File: src/rtl/invaders_ram_arbiter.sv
// Arbitrates the shared 8 KB work/video RAM between scan-out byte fetches and the 8080.
// Video wins by default; a streak counter forces a CPU slot after MAX_VID_STREAK video grants.
module invaders_ram_arbiter #(
   parameter int MAX_VID_STREAK = 2,
   parameter int ADDR_W         = 13
) (
   input  logic              clk,
   input  logic              rst_n,
   input  logic              vid_req,
   input  logic [ADDR_W-1:0] vid_addr,
   output logic              vid_ack,
   output logic [7:0]        vid_data,
   output logic              vid_overrun,
   input  logic              cpu_req,
   input  logic              cpu_we,
   input  logic [ADDR_W-1:0] cpu_addr,
   input  logic [7:0]        cpu_din,
   output logic [7:0]        cpu_dout,
   output logic              cpu_ack,
   output logic              cpu_wait,
   output logic [ADDR_W-1:0] mem_addr,
   output logic              mem_we,
   output logic [7:0]        mem_din,
   input  logic [7:0]        mem_dout
);

   localparam int         TAG_DEPTH  = 2;
   localparam logic [2:0] STREAK_MAX = 3'(MAX_VID_STREAK);
   localparam logic       OWN_VID    = 1'b0;
   localparam logic       OWN_CPU    = 1'b1;

   logic              vid_pend_q, vid_pend_d;
   logic [ADDR_W-1:0] vid_addr_q, vid_addr_d;
   logic              vid_overrun_q, vid_overrun_d;
   logic [7:0]        vid_data_q, vid_data_d;

   logic              cpu_pend_q, cpu_pend_d;
   logic              cpu_busy_q, cpu_busy_d;
   logic              cpu_ack_prev_q, cpu_ack_prev_d;
   logic              cpu_we_q, cpu_we_d;
   logic [ADDR_W-1:0] cpu_addr_q, cpu_addr_d;
   logic [7:0]        cpu_din_q, cpu_din_d;
   logic [7:0]        cpu_dout_q, cpu_dout_d;
   logic              wr_ack_q, wr_ack_d;

   logic [2:0]        streak_q, streak_d;
   logic [ADDR_W-1:0] mem_addr_q, mem_addr_d;

   logic [TAG_DEPTH-1:0] tag_valid_q, tag_valid_d;
   logic [TAG_DEPTH-1:0] tag_own_q, tag_own_d;

   logic vid_grant;
   logic cpu_grant;
   logic rd_issue;
   logic rd_issue_own;
   logic cpu_capture;

   // Grant and memory-port drive, all from registered state.
   always_comb begin
      vid_grant    = vid_pend_q & ~(cpu_pend_q & (streak_q == STREAK_MAX));
      cpu_grant    = ~vid_grant & cpu_pend_q;
      rd_issue     = vid_grant | (cpu_grant & ~cpu_we_q);
      rd_issue_own = cpu_grant ? OWN_CPU : OWN_VID;

      mem_addr = mem_addr_q;
      if (vid_grant) begin
         mem_addr = vid_addr_q;
      end else if (cpu_grant) begin
         mem_addr = cpu_addr_q;
      end
      mem_we     = cpu_grant & cpu_we_q;
      mem_din    = cpu_din_q;
      mem_addr_d = mem_addr;
   end

   // Slot 0 is filled by the issuing grant; later slots shift the in-flight read tags along.
   genvar gi;
   generate
      for (gi = 0; gi < TAG_DEPTH; gi++) begin : g_tag
         if (gi == 0) begin : g_head
            assign tag_valid_d[gi] = rd_issue;
            assign tag_own_d[gi]   = rd_issue_own;
         end else begin : g_shift
            assign tag_valid_d[gi] = tag_valid_q[gi-1];
            assign tag_own_d[gi]   = tag_own_q[gi-1];
         end
      end
   endgenerate

   always_comb begin
      vid_pend_d    = vid_pend_q & ~vid_grant;
      vid_addr_d    = vid_addr_q;
      vid_overrun_d = vid_overrun_q;
      if (vid_req) begin
         vid_pend_d = 1'b1;
         vid_addr_d = vid_addr;
         if (vid_pend_q & ~vid_grant) begin
            vid_overrun_d = 1'b1;
         end
      end

      // The cycle right after an ack is ignored so a lingering cpu_req cannot start a repeat access.
      cpu_capture    = cpu_req & ~cpu_busy_q & ~cpu_ack_prev_q;
      cpu_pend_d     = cpu_pend_q & ~cpu_grant;
      cpu_busy_d     = cpu_busy_q & ~cpu_ack;
      cpu_ack_prev_d = cpu_ack;
      cpu_we_d       = cpu_we_q;
      cpu_addr_d     = cpu_addr_q;
      cpu_din_d      = cpu_din_q;
      if (cpu_capture) begin
         cpu_pend_d = 1'b1;
         cpu_busy_d = 1'b1;
         cpu_we_d   = cpu_we;
         cpu_addr_d = cpu_addr;
         cpu_din_d  = cpu_din;
      end

      if (vid_grant & cpu_pend_q) begin
         streak_d = (streak_q == STREAK_MAX) ? streak_q : streak_q + 3'd1;
      end else begin
         streak_d = 3'd0;
      end

      wr_ack_d   = cpu_grant & cpu_we_q;
      vid_data_d = vid_data_q;
      cpu_dout_d = cpu_dout_q;
      if (tag_valid_q[0] && tag_own_q[0] == OWN_VID) begin
         vid_data_d = mem_dout;
      end
      if (tag_valid_q[0] && tag_own_q[0] == OWN_CPU) begin
         cpu_dout_d = mem_dout;
      end
   end

   always_ff @(posedge clk or negedge rst_n) begin
      if (!rst_n) begin
         vid_pend_q     <= 1'b0;
         vid_addr_q     <= '0;
         vid_overrun_q  <= 1'b0;
         vid_data_q     <= 8'h00;
         cpu_pend_q     <= 1'b0;
         cpu_busy_q     <= 1'b0;
         cpu_ack_prev_q <= 1'b0;
         cpu_we_q       <= 1'b0;
         cpu_addr_q     <= '0;
         cpu_din_q      <= 8'h00;
         cpu_dout_q     <= 8'h00;
         wr_ack_q       <= 1'b0;
         streak_q       <= 3'd0;
         mem_addr_q     <= '0;
         tag_valid_q    <= '0;
         tag_own_q      <= '0;
      end else begin
         vid_pend_q     <= vid_pend_d;
         vid_addr_q     <= vid_addr_d;
         vid_overrun_q  <= vid_overrun_d;
         vid_data_q     <= vid_data_d;
         cpu_pend_q     <= cpu_pend_d;
         cpu_busy_q     <= cpu_busy_d;
         cpu_ack_prev_q <= cpu_ack_prev_d;
         cpu_we_q       <= cpu_we_d;
         cpu_addr_q     <= cpu_addr_d;
         cpu_din_q      <= cpu_din_d;
         cpu_dout_q     <= cpu_dout_d;
         wr_ack_q       <= wr_ack_d;
         streak_q       <= streak_d;
         mem_addr_q     <= mem_addr_d;
         tag_valid_q    <= tag_valid_d;
         tag_own_q      <= tag_own_d;
      end
   end

   assign vid_ack     = tag_valid_q[TAG_DEPTH-1] & (tag_own_q[TAG_DEPTH-1] == OWN_VID);
   assign cpu_ack     = wr_ack_q | (tag_valid_q[TAG_DEPTH-1] & (tag_own_q[TAG_DEPTH-1] == OWN_CPU));
   assign cpu_wait    = cpu_req & ~cpu_ack;
   assign vid_data    = vid_data_q;
   assign cpu_dout    = cpu_dout_q;
   assign vid_overrun = vid_overrun_q;

endmodule

File: config.mk
export PLATFORM = sky130hd
export DESIGN_NAME = invaders_ram_arbiter
export DESIGN_NICKNAME = d
export VERILOG_FILES = /design/src/rtl/invaders_ram_arbiter.sv
export SDC_FILE = /design/constraint.sdc
export NUM_CORES = 1
export LEC_CHECK = 0
export CAP_MARGIN = 10
export CELL_PAD_IN_SITES_DETAIL_PLACEMENT = 1
export CELL_PAD_IN_SITES_GLOBAL_PLACEMENT = 1
export CORE_UTILIZATION = 41
export CTS_CLUSTER_DIAMETER = 100
export DETAILED_ROUTE_END_ITERATION = 8
export GPL_TIMING_DRIVEN = 0
export PLACE_DENSITY = 0.89
export SYNTH_ARGS = -nofsm -noshare
export SYNTH_HDL_FRONTEND = slang
export SYNTH_SLANG_ARGS = --single-unit
File: constraint.sdc
create_clock -name clk -period 2.8 [get_ports clk]
set_input_delay 0.56 -clock clk [delete_from_list [all_inputs] [get_ports clk]]
set_output_delay 0.56 -clock clk [all_outputs]
set_load 0.02 [all_outputs]
==> impl_metrics.xml <==
<?xml version="1.0" encoding="UTF-8"?>
<metrics>
  <group name="drt">
    <metric name="drt_wl_total" unit="um">6730</metric>
    <metric name="routed_via_density" unit="">4.79</metric>
    <metric name="drc" unit="">0</metric>
    <metric name="wire_per_inst" unit="um">17.2</metric>
    <metric name="antenna_violating_nets_left" unit="">0</metric>
    <metric name="drt_first_iter_violations" unit="">60</metric>
    <metric name="routed-via-count" unit="">1873</metric>
    <metric name="drt_first_pass_iters" unit="">2</metric>
  </group>
  <group name="power">
    <metric name="max-vdd-ir-drop" unit="V">0.000409</metric>
    <metric name="p_leak" unit="uW">0.00196</metric>
    <metric name="totalPowerFinal" unit="uW">4560</metric>
    <metric name="cellPowerDensity" unit="nW/um2">1040</metric>
  </group>
  <group name="clock_network">
    <metric name="tritoncts" unit="">built</metric>
    <metric name="cts_num_sinks" unit="">77</metric>
    <metric name="number_of_clock_buffers_inserted_by_tritoncts" unit="">9</metric>
    <metric name="cts_buffer_depth" unit="">2</metric>
    <metric name="htree_num_levels" unit="">3</metric>
    <metric name="worst_setup_hold_path_clk_slew" unit="ns">0.08</metric>
    <metric name="ctsRootBufferMaster" unit="">sky130_fd_sc_hd__clkbuf_8</metric>
    <metric name="clk_latency" unit="ns">0.34</metric>
    <metric name="post-cts-setup-buffer-count" unit="">0</metric>
  </group>
  <group name="global_route">
    <metric name="grt_antenna_before_repair" unit="">0</metric>
    <metric name="global_route_usage_sum" unit="">0.182</metric>
    <metric name="first_global_vias" unit="">2031</metric>
    <metric name="grt-ovfl-total" unit="">0</metric>
    <metric name="pin_count_of_the_biggest_net_entering_global_routing" unit="">72</metric>
    <metric name="grt_pass1_wl" unit="um">10300</metric>
  </group>
  <group name="place">
    <metric name="detailedPlace.worstSlack" unit="ns">0.201</metric>
    <metric name="dp.final_hpwl" unit="um">4920</metric>
    <metric name="dp_cells" unit="">375</metric>
    <metric name="replace_congestion" unit="">0.698</metric>
    <metric name="port_buffers" unit="">87</metric>
  </group>
  <group name="logic_synthesis">
    <metric name="synth_nets" unit="">237</metric>
    <metric name="synth-adder-area-share" unit="">0.00805</metric>
    <metric name="synth.top_cell.area_share" unit="">0.619</metric>
    <metric name="synth_most_common_cell" unit="">sky130_fd_sc_hd__dfrtp_1</metric>
    <metric name="synth.cell_area" unit="um2">3110</metric>
    <metric name="post_synth_and_or_nand_nor_area_fraction" unit="">0.0338</metric>
    <metric name="synthTopCellsByCount" unit="">sky130_fd_sc_hd__dfrtp_1 (77), sky130_fd_sc_hd__mux2_2 (63), sky130_fd_sc_hd__mux2_4 (12)</metric>
    <metric name="netlist-cell-type-count" unit="">25</metric>
    <metric name="synth_xor_xnor_area_share" unit="">0.00282</metric>
    <metric name="synth_top_cells_by_area" unit="">sky130_fd_sc_hd__dfrtp_1 (62%), sky130_fd_sc_hd__mux2_2 (23%), sky130_fd_sc_hd__mux2_4 (5.8%)</metric>
    <metric name="post_synth_mux_area_share" unit="">0.293</metric>
    <metric name="combinational_family_with_the_most_area_after_synthesis" unit="">multiplexers</metric>
    <metric name="postSynth.asyncResetShare" unit="">1.00</metric>
    <metric name="count_of_flip_flops_with_a_built_in_enable_after_synthesis" unit="">0</metric>
    <metric name="synth_cells" unit="">188</metric>
    <metric name="synth_compound_gate_area_share" unit="">0.0137</metric>
    <metric name="ys.warnings.count" unit="">0</metric>
    <metric name="synth_area_per_cell" unit="um2">16.5</metric>
    <metric name="synth_seq_area_share" unit="">0.619</metric>
    <metric name="ys_seq_elements" unit="">77</metric>
    <metric name="synth_top_flop_cell" unit="">sky130_fd_sc_hd__dfrtp_1</metric>
    <metric name="synth_largest_area_cell" unit="">sky130_fd_sc_hd__dfrtp_1</metric>
  </group>
  <group name="floorplanning">
    <metric name="die-area" unit="um2">7940</metric>
    <metric name="die_x" unit="um">89.1</metric>
    <metric name="die_h" unit="um">89.1</metric>
    <metric name="rows" unit="">31</metric>
    <metric name="initial_utilization" unit="">0.427</metric>
    <metric name="core_area" unit="um2">7290</metric>
    <metric name="pin_count" unit="">89</metric>
  </group>
  <group name="setup_path">
    <metric name="critPathCaptureType" unit="">output port</metric>
    <metric name="worstPathRequired" unit="ns">2.24</metric>
    <metric name="worst-endpoint-arrival" unit="ns">2.13</metric>
    <metric name="crit_path_max_fanout" unit="">10</metric>
    <metric name="cp_startpoint_kind" unit="">register</metric>
    <metric name="timing_worst_setup_path_type" unit="">reg2out</metric>
  </group>
  <group name="sta">
    <metric name="final.period_utilization" unit="">0.960</metric>
    <metric name="fin_skew" unit="ns">0.00762</metric>
    <metric name="rsz0062_at_grt" unit="">false</metric>
    <metric name="finalHoldViolCount" unit="">0</metric>
    <metric name="hold_slack" unit="ns">0.0266</metric>
    <metric name="finalSetupTns" unit="ns">0</metric>
    <metric name="timing.final.ws_setup" unit="ns">0.113</metric>
    <metric name="slew_headroom" unit="">0.718</metric>
    <metric name="min_period" unit="ns">2.69</metric>
    <metric name="final-max-slew-violation-count" unit="">0</metric>
    <metric name="tightest_slew" unit="ns">0.422</metric>
    <metric name="setup_viol" unit="">0</metric>
    <metric name="achievable-frequency" unit="MHz">372</metric>
  </group>
  <group name="finish">
    <metric name="insertedDiodeCount" unit="">0</metric>
    <metric name="final_cells" unit="">391</metric>
    <metric name="post_route_cells_drive_above_1_share" unit="">0.360</metric>
    <metric name="nets" unit="">336</metric>
    <metric name="synthToLayoutAreaGrowth" unit="%">40.3</metric>
  </group>
  <group name="run">
    <metric name="max_cap_violations" unit="">0</metric>
  </group>
  <group name="run_status">
    <metric name="status" unit="">finished, final reports clean</metric>
  </group>
  <group name="hold_path">
    <metric name="worstHoldPathType" unit="">in2async</metric>
  </group>
</metrics>
[what timing repair did]
item                                    in CTS  in global routing
endpoints found under the setup margin       9                 11
hold buffers                                 0                  0
hold endpoints to repair                     0                  0
gates resized for setup                      9                  7
pin swaps                                    0                  0
[cell families (layout without fill, tap and decap cells)]
group / Yosys count / count (layout)
DFF: 77 / 77
and+or+nand+nor: 14 / 14
AOI/OAI and AO/OA: 6 / 6
muxes: 77 / 77
xor gates and xnor gates: 1 / 1
adders and majority gates: 2 / 2
buffers and inverters: 11 / 115
[sequential cells by signal, summed over array words and instances, names as in the netlist]
signal / count
cpu_addr_q: 13
mem_addr_q: 13
vid_addr_q: 13
cpu_dout: 8
mem_din: 8
vid_data: 8
streak_q: 3
tag_own_q: 2
tag_valid_q: 2
cpu_ack_prev_q: 1
cpu_busy_q: 1
cpu_pend_q: 1
cpu_we_q: 1
vid_overrun: 1
vid_pend_q: 1
wr_ack_q: 1
[final timing paths]
| path | startpoint | to | slack, ns | depth (start not counted) |
|---|---|---|---|---|
| max | streak_q[0] | mem_addr[1] | 0.11 | 7 |
| min | rst_n | mem_din[5] | 0.03 | 1 |
| max reg2reg | streak_q[0] | mem_addr_q[10] | 1.23 | 6 |
| min reg2reg | tag_own_q[0] | tag_own_q[1] | 0.42 | 0 |
| max in group asynchronous | rst_n | cpu_addr_q[10] | 2.22 | 2 |
| min in group clk | tag_own_q[0] | tag_own_q[1] | 0.42 | 0 |
[worst max-delay path, cell delays in order, from the launching register on]
cell and delay (ns):
sky130_fd_sc_hd__dfrtp_1 0.41, sky130_fd_sc_hd__inv_1 0.07, sky130_fd_sc_hd__ha_1 0.22, sky130_fd_sc_hd__nand3b_4 0.11
sky130_fd_sc_hd__nand2_4 0.12, sky130_fd_sc_hd__buf_8 0.17, sky130_fd_sc_hd__mux2_2 0.35, sky130_fd_sc_hd__dlygate4sd2_1 0.34
[per-stage QoR]
stage	instance area [um2]	utilization
detailed placement	4130	0.566
finish	4360	0.598
floorplan	3110	-
CTS	4340	0.596
global route	4360	0.598
global placement	4110	0.563
[metal layers]
layer | track usage | part of all wire | wire, um
met1 | 0.211 | 0.39 | 2620
met2 | 0.324 | 0.54 | 3610
met3 | 0.0425 | 0.059 | 398
met4 | 0.0794 | 0.015 | 99
met5 | 0 | 0 | 0
[placed cells by master, fill, tap and decap left out, drive strengths merged]
cell / instances
mux2: 77
dlygate4sd2: 9
buf: 9
nand3b: 2
a21oi: 2
clkinvlp: 1
inv: 3
nand2b: 2
a21o: 1
clkbuf: 11
dfrtp: 77
clkinv: 3
o21ai: 1
and2: 2
nor2b: 2
ha: 2
a41o: 1
xnor2: 1
nand2: 2
bufinv: 2
nor3b: 1
dlymetal6s2s: 5
clkdlybuf4s50: 72
nor2: 3
a31o: 1
[final cells by class]
type / count / area, um2
timing repair buffer: 88 / 897
inverter: 3 / 11.3
clock buffer: 10 / 138
sequential: 77 / 1930
fill: 736 / 2930
multi-input combinational: 100 / 1100
clock inverter: 6 / 86.3
tap: 99 / 124
buffer: 8 / 82.6
[report_power, final]
group / switching, uW / internal, uW
registers: 208 / 1530
logic: 835 / 1060
clock network: 400 / 524
(Power assumes the default switching activity.)
